===== src/rtl/pipe_hazard_ctrl_if.sv =====
// Pipeline-control bundle between the CPU datapath (master) and the hazard
// controller (slave): hazard/memory events in, stage enables and flushes out.
interface pipe_hazard_ctrl_if;
  logic [3:0]  id_rs1;
  logic [3:0]  id_rs2;
  logic        id_use_rs1;
  logic        id_use_rs2;
  logic [3:0]  ex_rd;
  logic        ex_mem_read;
  logic        ex_branch_taken;
  logic        mem_access;
  logic        dmem_ready;

  logic        dmem_req;
  logic        pc_en;
  logic        if_id_en;
  logic        id_ex_en;
  logic        ex_mem_en;
  logic        mem_wb_en;
  logic        if_id_flush;
  logic        id_ex_flush;
  logic        mem_wb_flush;
  logic        mem_timeout;
  logic [15:0] stall_count;

  modport master (
    output id_rs1, id_rs2, id_use_rs1, id_use_rs2, ex_rd, ex_mem_read,
           ex_branch_taken, mem_access, dmem_ready,
    input  dmem_req, pc_en, if_id_en, id_ex_en, ex_mem_en, mem_wb_en,
           if_id_flush, id_ex_flush, mem_wb_flush, mem_timeout, stall_count
  );

  modport slave (
    input  id_rs1, id_rs2, id_use_rs1, id_use_rs2, ex_rd, ex_mem_read,
           ex_branch_taken, mem_access, dmem_ready,
    output dmem_req, pc_en, if_id_en, id_ex_en, ex_mem_en, mem_wb_en,
           if_id_flush, id_ex_flush, mem_wb_flush, mem_timeout, stall_count
  );
endinterface


===== src/rtl/pipe_hazard_ctrl.sv =====
// 5-stage pipeline sequencer: memory wait/timeout FSM, branch flush and
// load-use bubble arbitration, sticky timeout flag and saturating stall counter.
module pipe_hazard_ctrl #(
  parameter int TIMEOUT = 8
) (
  input logic               clk,
  input logic               rst,
  pipe_hazard_ctrl_if.slave bus
);
  typedef enum logic {M_IDLE, M_WAIT} mstate_e;

  localparam logic [7:0] WAIT_LAST = 8'(TIMEOUT - 1);

  mstate_e     state_q, state_d;
  logic [7:0]  wait_cnt_q, wait_cnt_d;
  logic        mem_timeout_q, mem_timeout_d;
  logic [15:0] stall_cnt_q, stall_cnt_d;

  logic mem_stall, mem_abort, load_use;

  always_comb begin
    mem_stall     = 1'b0;
    mem_abort     = 1'b0;
    state_d       = state_q;
    wait_cnt_d    = wait_cnt_q;
    mem_timeout_d = mem_timeout_q;
    case (state_q)
      M_IDLE: begin
        if (bus.mem_access && !bus.dmem_ready) begin
          mem_stall  = 1'b1;
          state_d    = M_WAIT;
          wait_cnt_d = '0;
        end
      end
      M_WAIT: begin
        if (bus.dmem_ready) begin
          state_d = M_IDLE;
        end else if (wait_cnt_q < WAIT_LAST) begin
          mem_stall  = 1'b1;
          wait_cnt_d = wait_cnt_q + 8'd1;
        end else begin
          // abort: release the pipe but squash the write-back of the dead access
          mem_abort     = 1'b1;
          state_d       = M_IDLE;
          mem_timeout_d = 1'b1;
        end
      end
      default: state_d = M_IDLE;
    endcase
  end

  assign load_use = bus.ex_mem_read && (bus.ex_rd != 4'd0) &&
                    ((bus.id_use_rs1 && (bus.id_rs1 == bus.ex_rd)) ||
                     (bus.id_use_rs2 && (bus.id_rs2 == bus.ex_rd)));

  always_comb begin
    bus.dmem_req     = (state_q == M_WAIT) || bus.mem_access;
    bus.pc_en        = 1'b1;
    bus.if_id_en     = 1'b1;
    bus.id_ex_en     = 1'b1;
    bus.ex_mem_en    = 1'b1;
    bus.mem_wb_en    = 1'b1;
    bus.if_id_flush  = 1'b0;
    bus.id_ex_flush  = 1'b0;
    bus.mem_wb_flush = 1'b0;
    // a frozen front end holds any branch / load-use until the stall releases
    if (mem_stall) begin
      bus.pc_en        = 1'b0;
      bus.if_id_en     = 1'b0;
      bus.id_ex_en     = 1'b0;
      bus.ex_mem_en    = 1'b0;
      bus.mem_wb_flush = 1'b1;
    end else if (bus.ex_branch_taken) begin
      bus.if_id_flush = 1'b1;
      bus.id_ex_flush = 1'b1;
    end else if (load_use) begin
      bus.pc_en       = 1'b0;
      bus.if_id_en    = 1'b0;
      bus.id_ex_flush = 1'b1;
    end
    if (mem_abort) bus.mem_wb_flush = 1'b1;
    if (rst) begin
      bus.dmem_req     = 1'b0;
      bus.pc_en        = 1'b0;
      bus.if_id_en     = 1'b0;
      bus.id_ex_en     = 1'b0;
      bus.ex_mem_en    = 1'b0;
      bus.mem_wb_en    = 1'b0;
      bus.if_id_flush  = 1'b0;
      bus.id_ex_flush  = 1'b0;
      bus.mem_wb_flush = 1'b0;
    end
  end

  assign stall_cnt_d = (!bus.pc_en && (stall_cnt_q != 16'hFFFF)) ?
                       stall_cnt_q + 16'd1 : stall_cnt_q;

  always_ff @(posedge clk) begin
    if (rst) begin
      state_q       <= M_IDLE;
      wait_cnt_q    <= '0;
      mem_timeout_q <= 1'b0;
      stall_cnt_q   <= '0;
    end else begin
      state_q       <= state_d;
      wait_cnt_q    <= wait_cnt_d;
      mem_timeout_q <= mem_timeout_d;
      stall_cnt_q   <= stall_cnt_d;
    end
  end

  assign bus.mem_timeout = mem_timeout_q;
  assign bus.stall_count = stall_cnt_q;
endmodule


===== src/flat_wrapper.sv =====
// flat-port wrapper written by rule: the top's interface ports become plain ports
module pipe_hazard_ctrl_flat 
#(
  parameter int TIMEOUT = 8
)
  (clk, rst, bus_id_rs1, bus_id_rs2, bus_id_use_rs1, bus_id_use_rs2, bus_ex_rd, bus_ex_mem_read, bus_ex_branch_taken, bus_mem_access, bus_dmem_ready, bus_dmem_req, bus_pc_en, bus_if_id_en, bus_id_ex_en, bus_ex_mem_en, bus_mem_wb_en, bus_if_id_flush, bus_id_ex_flush, bus_mem_wb_flush, bus_mem_timeout, bus_stall_count);
  pipe_hazard_ctrl_if bus_i ();
  input logic clk;
  input logic rst;
  input wire logic [$bits(bus_i.id_rs1)-1:0] bus_id_rs1;
  input wire logic [$bits(bus_i.id_rs2)-1:0] bus_id_rs2;
  input wire logic [$bits(bus_i.id_use_rs1)-1:0] bus_id_use_rs1;
  input wire logic [$bits(bus_i.id_use_rs2)-1:0] bus_id_use_rs2;
  input wire logic [$bits(bus_i.ex_rd)-1:0] bus_ex_rd;
  input wire logic [$bits(bus_i.ex_mem_read)-1:0] bus_ex_mem_read;
  input wire logic [$bits(bus_i.ex_branch_taken)-1:0] bus_ex_branch_taken;
  input wire logic [$bits(bus_i.mem_access)-1:0] bus_mem_access;
  input wire logic [$bits(bus_i.dmem_ready)-1:0] bus_dmem_ready;
  output wire logic [$bits(bus_i.dmem_req)-1:0] bus_dmem_req;
  output wire logic [$bits(bus_i.pc_en)-1:0] bus_pc_en;
  output wire logic [$bits(bus_i.if_id_en)-1:0] bus_if_id_en;
  output wire logic [$bits(bus_i.id_ex_en)-1:0] bus_id_ex_en;
  output wire logic [$bits(bus_i.ex_mem_en)-1:0] bus_ex_mem_en;
  output wire logic [$bits(bus_i.mem_wb_en)-1:0] bus_mem_wb_en;
  output wire logic [$bits(bus_i.if_id_flush)-1:0] bus_if_id_flush;
  output wire logic [$bits(bus_i.id_ex_flush)-1:0] bus_id_ex_flush;
  output wire logic [$bits(bus_i.mem_wb_flush)-1:0] bus_mem_wb_flush;
  output wire logic [$bits(bus_i.mem_timeout)-1:0] bus_mem_timeout;
  output wire logic [$bits(bus_i.stall_count)-1:0] bus_stall_count;
  assign bus_i.id_rs1 = bus_id_rs1;
  assign bus_i.id_rs2 = bus_id_rs2;
  assign bus_i.id_use_rs1 = bus_id_use_rs1;
  assign bus_i.id_use_rs2 = bus_id_use_rs2;
  assign bus_i.ex_rd = bus_ex_rd;
  assign bus_i.ex_mem_read = bus_ex_mem_read;
  assign bus_i.ex_branch_taken = bus_ex_branch_taken;
  assign bus_i.mem_access = bus_mem_access;
  assign bus_i.dmem_ready = bus_dmem_ready;
  assign bus_dmem_req = bus_i.dmem_req;
  assign bus_pc_en = bus_i.pc_en;
  assign bus_if_id_en = bus_i.if_id_en;
  assign bus_id_ex_en = bus_i.id_ex_en;
  assign bus_ex_mem_en = bus_i.ex_mem_en;
  assign bus_mem_wb_en = bus_i.mem_wb_en;
  assign bus_if_id_flush = bus_i.if_id_flush;
  assign bus_id_ex_flush = bus_i.id_ex_flush;
  assign bus_mem_wb_flush = bus_i.mem_wb_flush;
  assign bus_mem_timeout = bus_i.mem_timeout;
  assign bus_stall_count = bus_i.stall_count;
  pipe_hazard_ctrl #(.TIMEOUT(TIMEOUT)) u_core (.clk(clk), .rst(rst), .bus(bus_i));
endmodule

===== config.mk =====
export PLATFORM = sky130hd
export DESIGN_NAME = pipe_hazard_ctrl_flat
export DESIGN_NICKNAME = d
export VERILOG_FILES = /design/src/rtl/pipe_hazard_ctrl_if.sv /design/src/rtl/pipe_hazard_ctrl.sv /design/src/flat_wrapper.sv
export SDC_FILE = /design/constraint.sdc
export NUM_CORES = 1
export LEC_CHECK = 0
export CORE_ASPECT_RATIO = 1.5
export CORE_MARGIN = 10
export CORE_UTILIZATION = 51
export CTS_CLUSTER_SIZE = 20
export DETAILED_ROUTE_END_ITERATION = 10
export PLACE_DENSITY = 0.92
export SLEW_MARGIN = 15
export SYNTH_ARGS = -nofsm -noshare
export SYNTH_HDL_FRONTEND = slang
export SYNTH_SLANG_ARGS = --single-unit
export TNS_END_PERCENT = 10

===== constraint.sdc =====
create_clock -name clk -period 4.5 [get_ports clk]
set_input_delay 1.125 -clock clk [delete_from_list [all_inputs] [get_ports clk]]
set_output_delay 1.125 -clock clk [all_outputs]
set_load 0.005 [all_outputs]

== Word level (Yosys, flattened, before mapping) ==
Cells that the tools add are included.
Widths: inputs -> output; s select.

* Bits of input ports: 20
* Register bits: 26
* Word-level logic and storage cells: 58

* Add/sub/neg operators: 2
* Magnitude comparators: 1
* Reductions and logical operators: 13
* Bitwise gates (word level): 3
* Equality and inequality tests: 6
* Muxes and demuxes: 29

{| class="wikitable"
|+ Operators with widths
! operator !! count
|-
| $mux 1 || 24
|-
| $mux 8 || 3
|-
| $add 16x1->16 const B || 1
|-
| $ne 16x16->1 const B || 1
|-
| $pmux 8 s2 || 1
|-
| $add 8x1->8 const B || 1
|-
| $eq 4x4->1 || 2
|-
| $lt 8x3->1 const B || 1
|-
| $logic_and 1x1->1 || 6
|-
| $reduce_and 3->1 || 2
|-
| $ne 2x2->1 const B || 2
|-
| $reduce_bool 4->1 || 1
|-
| $not 1->1 || 3
|-
| $logic_not 1->1 || 2
|-
| $logic_or 1x1->1 || 2
|-
| $ne 2x1->1 const B || 1
|-
| $pmux 1 s2 || 1
|}

== Logic depth before layout (Yosys ltp) ==
* Depth after elaboration: 10
* Mapped depth: 8
* Gate-level depth less buffers: 7

== Least setup slack after synthesis ==
No wires, ideal clock.

* Path type: input-to-output
* From: in bus_ex_rd[1]
* To: out bus_pc_en
* Path slack: 0.969 ns
* Stages on the path: 7
* Required time: 3.375 ns
* Arrival time: 2.406 ns
* Cells stage by stage: o41a_1 -> nand3_1 -> nor4_4 -> o21bai_4 -> buf_6 -> and2_1 -> buf_4

* Word-level cells in the longest chain between the ends: 8

{| class="wikitable"
|+ RTL lines
! item !! line !! text
|-
| from (decl) || flat_wrapper.sv:14 || <nowiki>input wire logic [$bits(bus_i.ex_rd)-1:0] bus_ex_rd;</nowiki>
|-
| $eq 4x4->1, on equally long branches || pipe_hazard_ctrl.sv:53, pipe_hazard_ctrl.sv:54 ||
|-
| $logic_and 1x1->1, on equally long branches || pipe_hazard_ctrl.sv:53, pipe_hazard_ctrl.sv:54 ||
|-
| $logic_or 1x1->1 || pipe_hazard_ctrl.sv:53 || <nowiki>((bus.id_use_rs1 && (bus.id_rs1 == bus.ex_rd)) ||</nowiki>
|-
| $logic_and 1x1->1 * || pipe_hazard_ctrl.sv:52 || <nowiki>assign load_use = bus.ex_mem_read && (bus.ex_rd != 4'd0) &&</nowiki>
|-
| $mux 1 * (4 in series) || - ||
|-
| to (decl) || flat_wrapper.sv:20 || <nowiki>output wire logic [$bits(bus_i.pc_en)-1:0] bus_pc_en;</nowiki>
|}

Mark *: on every way between the ends. The rest lies on a longest branch, timed or not.

== Worst setup path after layout ==
* From: in bus_ex_rd[1]
* To: out bus_pc_en

* Word-level cells in the longest chain between the ends: 8

{| class="wikitable"
|+ RTL lines
! item !! line !! text
|-
| $eq 4x4->1, on equally long branches || pipe_hazard_ctrl.sv:53, pipe_hazard_ctrl.sv:54 ||
|-
| $logic_and 1x1->1, on equally long branches || pipe_hazard_ctrl.sv:53, pipe_hazard_ctrl.sv:54 ||
|-
| $logic_or 1x1->1 || pipe_hazard_ctrl.sv:53 ||
|-
| $logic_and 1x1->1 * || pipe_hazard_ctrl.sv:52 ||
|-
| $mux 1 * || pipe_hazard_ctrl.sv:76 || <nowiki>end else if (load_use) begin</nowiki>
|-
| $mux 1 * || pipe_hazard_ctrl.sv:73 || <nowiki>end else if (bus.ex_branch_taken) begin</nowiki>
|-
| $mux 1 * || pipe_hazard_ctrl.sv:67 || <nowiki>if (mem_stall) begin</nowiki>
|-
| $mux 1 * || pipe_hazard_ctrl.sv:82 || <nowiki>if (rst) begin</nowiki>
|}

Marked as above.

==> out/results.tsv <==
metric	value	unit
status	completed	
fp.dieArea	5800	µm²
synth_most_common_cell	nor2_1	
numCtsBuffers	3	
synth_top_family_by_area	simple AND/OR/NAND/NOR gates	
clkTransAtPathRegs	0.08	ns
synth_nets	202	
start_util	54.1	%
cts.sinks	26	
synth_edf_count	0	
static-leakage-power	0.771	nW
cts_buffer_depth	2	
required	3.38	ns
drive_gt1_share	11.6	%
finalMaxSlewViolations	0	
worstSkewPairLatency	0.27	ns
synth_fa_ha_area_share	1.57	%
cts_tree	built	
dieHeight	88.4	µm
min_from	u_core.wait_cnt_q[6]$_SDFFE_PP0P_	
skew	0.00522	ns
synth_common_cells	nor2_1 (30), dfxtp_1 (26), nand2_1 (11), nor2b_1 (11), a211oi_1 (10)	
drtPass1Iterations	4	
synth-simple-area-share	27.1	%
maxSlewHeadroom	67.9	%
gp_congestion	0.923	
grt-ovfl-total	0	
nFillCells	232	
netlist_instances	180	
power	0.470	mW
synthMuxAreaShare	10.5	%
power_frac_seq	50.6	%
first_global_vias	1532	
synth_area	1590	µm²
first_iter_violations	41	
final_net_count	247	
ys_seq_area_share	32.7	%
yosysUniqueCellTypes	48	
worst_setup_path_start_kind	primary input	
synth_seq_cells	26	
final-hold-violation-count	0	
clkPwrFrac	31.3	%
crit_arrival	3.11	ns
h-tree-depth	1	
synth_top_area_share	32.7	%
fin_crit	4.24	ns
antenna_found_initial	0	
drv_cap	0	
stdcell_count	263	
worst-path-max-fanout	3	
drtAntennaViolNets	0	
fmax	0.236	GHz
reg2reg_from	u_core.wait_cnt_q[0]$_SDFFE_PP0P_	
worstSetupPathType	primary input to output port	
combPwrFrac	18.1	%
place_inst	259	
tightest_slew	0.480	ns
synth_compound_area_share	17.8	%
hpwl	3200	µm
drc_errors	0	
yosys_warnings	0	
worstSetupStartpoint	bus_ex_rd[1]	
grt_start_max_net_pins	33	
synth_area_leaders	dfxtp_1 (33%), nor2_1 (7.1%), mux2_1 (5.0%), mux2_2 (5.0%), a211oi_1 (4.7%)	
ctsHoldBuffers	0	
avgRoutedWirePerCell	15.6	µm
netSwitchingFraction	24.3	%
routed_wl	4110	µm
routed_via_density	5.68	
p_int	0.356	mW
insertedDiodeCount	0	
finalSetupViolCount	0	
netlist.top_cell.by_area	dfxtp_1	
io_buffer_count	45	
avgSynthCellArea	8.84	µm²
synthFlopType	dfxtp_1	
coreArea	2940	µm²
rsz0062_at_grt	false	
vias	1495	
grtUsageTotal	14.1	%
tns	0	ns
dieWidth	65.6	µm
hold_class	flip-flop to flip-flop	
rows	24	
ys_async_sr_fraction	0	%
cts_repair_resize_count	0	
fin_crit_sh	94.2	%
cts_root_buf	clkbuf_8	
grt_pass1_wl	6790	µm
irDropWorstVdd	216	µV
synthXorXnorAreaFrac	4.40	%
power_density	222	nW/µm²
ios	46	
syn_to_final_growth	33.0	%
critPathCaptureType	output port	
power.switching	0.114	mW
post_cts_buffers	0	
## metrics by stage
stage,setup WS [ns],util [%],hold slack [ns],area [µm²]
2_1_floorplan,0.969,-,0.403,1590
3_3_place_gp,0.291,70.1,0.413,2060
3_5_place_dp,0.239,70.1,0.419,2060
4_1_cts,0.246,71.9,0.432,2120
5_1_grt,0.168,71.9,0.456,2120
6_report,0.263,71.9,0.429,2120
## per-layer routing
layer,GRT usage (%),vias to the layer above,routed length (µm)
li1,-,729,-
met1,15.1,702,1720
met2,25.3,54,2050
met3,3.54,10,253
met4,6.05,0,79
met5,0,-,0
## worst max-delay path, stage by stage
cell and delay, ns:
clkdlybuf4s50_1 0.47, o41a_1 0.46, nand3_1 0.15, nor4_4 0.07
o21bai_4 0.15, and2_1 0.18, clkdlybuf4s50_1 0.52
## cell usage in the layout, fill, tap and decap left out, types with 2 or more instances in the layout
| cell | n |
|---|---|
| and4_1 | 3 |
| dfxtp_1 | 26 |
| nor2b_1 | 11 |
| xor2_1 | 6 |
| a21oi_1 | 2 |
| nor2_1 | 30 |
| and2_1 | 3 |
| nor4_4 | 2 |
| mux2_2 | 7 |
| nand3_1 | 6 |
| nand4_1 | 4 |
| xnor2_1 | 2 |
| buf_4 | 4 |
| a41oi_1 | 2 |
| ha_1 | 2 |
| a31oi_1 | 2 |
| clkbuf_8 | 4 |
| a211oi_1 | 10 |
| mux2_1 | 7 |
| clkdlybuf4s50_1 | 45 |
| inv_1 | 9 |
| nand2_1 | 11 |
| and3_1 | 2 |
## registers in the layout (all words and copies together) (netlist names)
register / count
u_core.bus.mem_timeout: 1
u_core.state_q: 1
u_core.bus.stall_count: 16
u_core.wait_cnt_q: 8
## cell families after synthesis
kind of cell	Yosys count
AND/OR/NAND/NOR	80
AO/OA/AOI/OAI	31
flip-flops	26
buffers and inverters	18
multiplexers	15
XOR/XNOR	8
adder cells (fa/ha/maj)	2
## power by group through the flow
stage / logic [mW] / clock network, mW / registers (mW)
after floorplan: 0.0430 / 0 / 0.243
after global placement: 0.0831 / 0 / 0.243
after detailed placement: 0.0856 / 0 / 0.243
after CTS: 0.0862 / 0.151 / 0.238
after global routing: 0.0931 / 0.160 / 0.239
final: 0.0851 / 0.147 / 0.238
## layout make-up
| cell class | instances | area [µm²] | share of cell area, % |
|---|---|---|---|
| Timing Repair Buffer | 49 | 480 | 22.7 |
| Clock buffer | 4 | 55.1 | 2.60 |
| Multi-Input combinational cell | 136 | 978 | 46.2 |
| Tap cell | 39 | 48.8 | 2.30 |
| Inverter | 9 | 33.8 | 1.60 |
| Sequential cell | 26 | 520 | 24.6 |
## path summary, 6_finish.rpt
| path | end | slack (ns) | cells past startpoint |
|---|---|---|---|
| worst max-delay path | bus_pc_en | 0.26 | 7 |
| worst min-delay path | u_core.wait_cnt_q[6]$_SDFFE_PP0P_ | 0.43 | 2 |
| worst max register to register | u_core.bus.stall_count[9]$_SDFFE_PP0P_ | 1.99 | 9 |
| worst min register to register | u_core.wait_cnt_q[6]$_SDFFE_PP0P_ | 0.43 | 2 |
Note: power is estimated with default switching activity, not from simulation.
